===== config.mk =====
export PLATFORM = sky130hd
export DESIGN_NAME = onehot_enc
export DESIGN_NICKNAME = d
export VERILOG_FILES = /design/src/rtl/game_pkg.sv /design/src/rtl/onehot_enc.sv
export SDC_FILE = /design/constraint.sdc
export NUM_CORES = 1
export LEC_CHECK = 0
export ABC_AREA = 1
export ABC_CLOCK_PERIOD_IN_PS = 1400
export BUFFER_PORTS_ARGS = -buffer_cell sky130_fd_sc_hd__buf_4
export CAP_MARGIN = 20
export CORE_AREA = 2 2 39 41
export DETAILED_ROUTE_END_ITERATION = 10
export DIE_AREA = 0 0 41 43
export SETUP_SLACK_MARGIN = 0.3
export SYNTH_ARGS = -nofsm -noshare
export SYNTH_HDL_FRONTEND = slang
export SYNTH_SLANG_ARGS = --single-unit

===== constraint.sdc =====
create_clock -name vclk -period 1.4
set_input_delay 0.42 -clock vclk [all_inputs]
set_output_delay 0.42 -clock vclk [all_outputs]
set_load 0.02 [all_outputs]

===== src/rtl/game_pkg.sv =====
// Shared types and sizes for the memory-game sequence checker.
package game_pkg;

   localparam int unsigned MAX_SEQ_LEN = 16;
   localparam int unsigned SYM_W       = 2;
   localparam int unsigned BTN_W       = 4;
   localparam int unsigned IDX_W       = 4;
   localparam int unsigned LEN_W       = 5;

   typedef logic [SYM_W-1:0] sym_t;

   typedef enum logic [2:0] {
      S_IDLE    = 3'd0,
      S_WAIT_IN = 3'd1,
      S_CHECK   = 3'd2,
      S_PASS    = 3'd3,
      S_FAIL    = 3'd4
   } state_t;

endpackage


===== src/rtl/onehot_enc.sv =====
// Converts a button press vector into a symbol and flags simultaneous presses.
module onehot_enc
   import game_pkg::*;
(
   input  logic [BTN_W-1:0] onehot,
   output sym_t             sym_c,
   output logic             any_c,
   output logic             multi_c
);

   always_comb begin
      sym_c   = '0;
      any_c   = |onehot;
      // Clearing the lowest set bit leaves something only if two or more were set.
      multi_c = |(onehot & (onehot - BTN_W'(1)));
      for (int k = BTN_W - 1; k >= 0; k--) begin
         if (onehot[k]) sym_c = SYM_W'(k);
      end
   end

endmodule


==> impl_metrics.json, run 1 <==
{
  "drc": 0,
  "syn_area_per_cell_um2": 4.29,
  "hp-class": "in -> out",
  "grt_pass1_wl_um": 393,
  "switchingPower_mw": 0.0377,
  "power_mw": 0.0839,
  "synth_fp_nets": 18,
  "hold_ws_ns": 1.09,
  "track_usage_pct": 3.00,
  "grt_pass1_vias": 114,
  "drtIter0Drc": 0,
  "drv_cap": 0,
  "overflow": 0,
  "fillers": 147,
  "cp.arrival_ns": 0.92,
  "ctsHoldBuffers": 0,
  "tightest_slew_ns": 0.129,
  "io_pins": 8,
  "yosysWarningCount": 0,
  "path_cells": "buf_12 > nor2_4 > buf_4 > nor3_4 > buf_6",
  "ir_worst_vdd_v": 0.0000458,
  "synthTopCellsByArea": "nand2_1 (44%), nor2_2 (21%), inv_1 (19%), a21oi_1 (8.3%), nor3_1 (8.3%)",
  "cp_top_family": "buffers and inverters",
  "fin_cells": 41,
  "cp.depth": 5,
  "synth_area_leader_cell": "nand2_1",
  "power_frac_clock_pct": 0,
  "nClkBuffers": 0,
  "dieHeight_um": 43,
  "fp.coreArea_mm2": 0.00138,
  "drt_wl_total_um": 256,
  "synthDistinctLibCells": 5,
  "end_kind": "output pin",
  "hold_start": "onehot[0]",
  "synth_top_area_share_pct": 43.8,
  "critPathBufInv": 3,
  "seqCellArea_um2": 0,
  "antennaDiodeCount": 0,
  "p_int_mw": 0.0461,
  "crit_fanout": 3,
  "power_leakage_nw": 0.119,
  "relSlewSlack_pct": 91.4,
  "power_frac_comb_pct": 100.0,
  "setup_viol": 0,
  "drt_pass1_iterations": 1,
  "gp_congestion": 0.418,
  "multiInputGateArea_um2": 88.8,
  "maxSlewViolCount": 0,
  "fmax_mhz": 744,
  "swShare_pct": 45.0,
  "io_buffers": 8,
  "finalCritPeriodShare_pct": 96.0,
  "grt_antenna_before_repair": 0,
  "fin_nets": 31,
  "yosysSeqAreaShare_pct": 0,
  "synth_area_um2": 60.1,
  "slowest_delay_ns": 0.13,
  "crit_type": "in -> out",
  "postSynthCellCount": 14,
  "slowest_stage": "buf_4",
  "min_path_cells": 3,
  "area_delta_synth_final_pct": 342,
  "vias": 125,
  "finalHoldViolCount": 0,
  "dieWidth_um": 41,
  "crit_path_start": "onehot[2]",
  "ant_nets": 0,
  "post_drt_wl_per_cell_um": 6.24,
  "min_period_ns": 1.34,
  "powerDensity_mw_per_mm2": 316,
  "start_util_pct": 4.34,
  "grt_max_degree": 5,
  "seqPwrFrac_pct": 0,
  "core.rowCount": 14,
  "die-area_mm2": 0.00176,
  "rsz0062_at_grt": "yes",
  "cp-start-kind": "input pin",
  "vias_per_cell": 3.05,
  "required_ns": 0.98,
  "dp_cells": 40,
  "final_cell_mix": "nand2_1 (6), buf_6 (6), nor2_4 (2), buf_8 (2), buf_4 (2)",
  "drive_gt1_share_pct": 72.0,
  "status": "finished clean",
  "seq_cell_count": 0
}
==> path summary, 6_finish.rpt <==
path and end:
min sym_c[1], max sym_c[1]
==> cells by family (layout without fill, tap and decap cells) <==
family / after synthesis / in the layout / share of synthesized area, %
AND/OR/NAND/NOR: 10 / 10 / 72.9
buffers and inverters: 3 / 14 / 18.7
AO/OA/AOI/OAI: 1 / 1 / 8.33
==> what timing repair did <==
action | CTS | global route
buffers inserted | 1 | 0
endpoints found under the setup margin | 4 | 4
gates resized for setup | 14 | 0
pin swaps | 6 | 1
==> through the flow <==
| step | util, % | setup WS, ns | instance area [um2] | TNS (ns) |
|---|---|---|---|---|
| 2_1_floorplan | - | 0.259 | 108 | 0 |
| 3_3_place_gp | 14.6 | -0.0229 | 203 | -0.0327 |
| 3_5_place_dp | 14.6 | -0.0297 | 203 | -0.0448 |
| 4_1_cts | 19.2 | 0.0513 | 265 | 0 |
| 5_1_grt | 19.2 | 0.0260 | 265 | 0 |
| 6_report | 19.2 | 0.0563 | 265 | 0 |
==> Yosys cell counts (all sizes together) <==
master	instances
a21oi	1
nor2	2
nand2	7
nor3	1
inv	3
==> layout make-up <==
class                      instances  share of cell area, %
inverter                           3                   8.96
multi-input combinational         11                   33.5
tap                               16                   7.55
timing repair buffer              11                   50.0
==> layer usage <==
layer	GRT usage, %	up-vias	routed length (um)
met3	0	0	17
met4	0	0	0
li1	-	63	-
met2	7.81	6	167
met5	0	-	0
met1	1.58	56	71
==> power by group through the flow <==
stage                     logic [mW]  clock network (mW)  registers [mW]
after floorplan               0.0296                   0               0
after global placement        0.0643                   0               0
after detailed placement      0.0649                   0               0
after CTS                     0.0844                   0               0
after global routing          0.0900                   0               0
final                         0.0839                   0               0
No activity file was read; power rests on OpenSTA's default activity.
==> run 2, diff against run 1 <==
PLACE_DENSITY_LB_ADDON = 0.08   (was not set)
SETUP_SLACK_MARGIN = 0.5   (was 0.3)
TNS_END_PERCENT = 100   (was not set)
==> impl_metrics.json, run 2 (synthesis results as in run 1) <==
{
  "seq_cell_count": 0,
  "io_buffers": 8,
  "dp_cells": 39,
  "io_pins": 8,
  "drive_gt1_share_pct": 75.0,
  "drtIter0Drc": 0,
  "ant_nets": 0,
  "slowest_delay_ns": 0.12,
  "relSlewSlack_pct": 91.1,
  "grt_antenna_before_repair": 0,
  "post_dp_cell_area_um2": 195,
  "fin_cells": 40,
  "fin_area_um2": 267,
  "powerDensity_mw_per_mm2": 316,
  "vias_per_cell": 2.90,
  "grt_pass1_vias": 108,
  "min_path_cells": 3,
  "dieHeight_um": 43,
  "slowest_stage": "nor2_4",
  "tightest_slew_ns": 0.132,
  "grt_pass1_wl_um": 386,
  "post_drt_wl_per_cell_um": 6.05,
  "drt_pass1_iterations": 1,
  "finalHoldViolCount": 0,
  "utilization_pct": 19.3,
  "seqCellArea_um2": 0,
  "hp-class": "in -> out",
  "drt_wl_total_um": 242,
  "min_period_ns": 1.35,
  "final_cell_mix": "buf_6 (7), nand2_1 (6), inv_2 (2), nor2_4 (2), buf_12 (2)",
  "vias": 116,
  "overflow": 0,
  "multiInputGateArea_um2": 88.8,
  "ir_worst_vdd_v": 0.0000839,
  "hold_ws_ns": 1.08,
  "cp-start-kind": "input pin",
  "area_delta_synth_final_pct": 344,
  "nClkBuffers": 0,
  "layout_commonest_cell": "buf_6",
  "antennaDiodeCount": 0,
  "cp.depth": 6,
  "track_usage_pct": 2.90,
  "gp_congestion": 0.617,
  "path_cells": "buf_8 > nor2_4 > nand2_1 > nand2_1 > inv_2 > buf_6",
  "start_util_pct": 4.34,
  "routed.top_layer": "met3",
  "cp_top_family": "buffers and inverters",
  "crit_type": "in -> out",
  "critPathBufInv": 3,
  "die-area_mm2": 0.00176,
  "finalCritPeriodShare_pct": 96.3,
  "crit_top_cell": "nand2_1",
  "power_leakage_nw": 0.116,
  "cp.arrival_ns": 0.93,
  "core.rowCount": 14,
  "met3WireLength_um": 41,
  "rsz0062_at_grt": "yes",
  "fp.coreArea_mm2": 0.00138,
  "status": "finished clean",
  "required_ns": 0.98,
  "crit_fanout": 3,
  "grt_max_degree": 5,
  "fillers": 155,
  "end_kind": "output pin",
  "drt-met1-wl_um": 87,
  "maxSlewViolCount": 0,
  "setup_viol": 0,
  "finalSetupTns_ns": 0,
  "dieWidth_um": 41,
  "drc": 0,
  "fin_nets": 30,
  "fmax_mhz": 741,
  "wl_met2_um": 114,
  "drv_cap": 0,
  "dp_hpwl_um": 232
}
run 2: cell count changes in the layout (fill, tap and decap cells not counted), sizes merged:
cell,change
buf,-1
run 2: area by class of cell:
class	count	area share, %
timing repair buffer	10	50.2
multi-input combinational	11	33.3
inverter	3	8.92
tap	16	7.51
run 2: worst min-delay path: stages:
cell and delay (ns):
buf_12 0.09, nor3_4 0.04, buf_6 0.11
run 2: what timing repair did:
item / CTS / global route
resized for setup: 14 / 3
hold buffers: 0 / 0
endpoints found under the hold margin: 0 / 0
endpoints found under the setup margin: 4 / 4
pin swaps: 3 / 0
setup buffers: 1 / 0
run 2: per-layer routing:
metal / global-route usage, % / up-vias
li1: - / 61
met1: 3.49 / 50
met2: 5.31 / 5
met3: 0.524 / 0
met4: 0 / 0
met5: 0 / -
run 2: metrics by stage:
step | total power [mW] | setup slack [ns]
final | 0.0843 | 0.0512
after CTS | 0.0824 | 0.0381
after floorplan | 0.0296 | 0.259
after global placement | 0.0632 | -0.0635
after global routing | 0.0900 | 0.000549
after detailed placement | 0.0632 | -0.0622
run 2: final timing paths:
check                 start        to
setup / recovery  onehot[3]   multi_c
hold / removal    onehot[0]  sym_c[1]
run 2: power by group:
part           internal (mW)  switching [mW]
clock network              0               0
logic                 0.0470          0.0373
registers                  0               0
total                 0.0470          0.0373
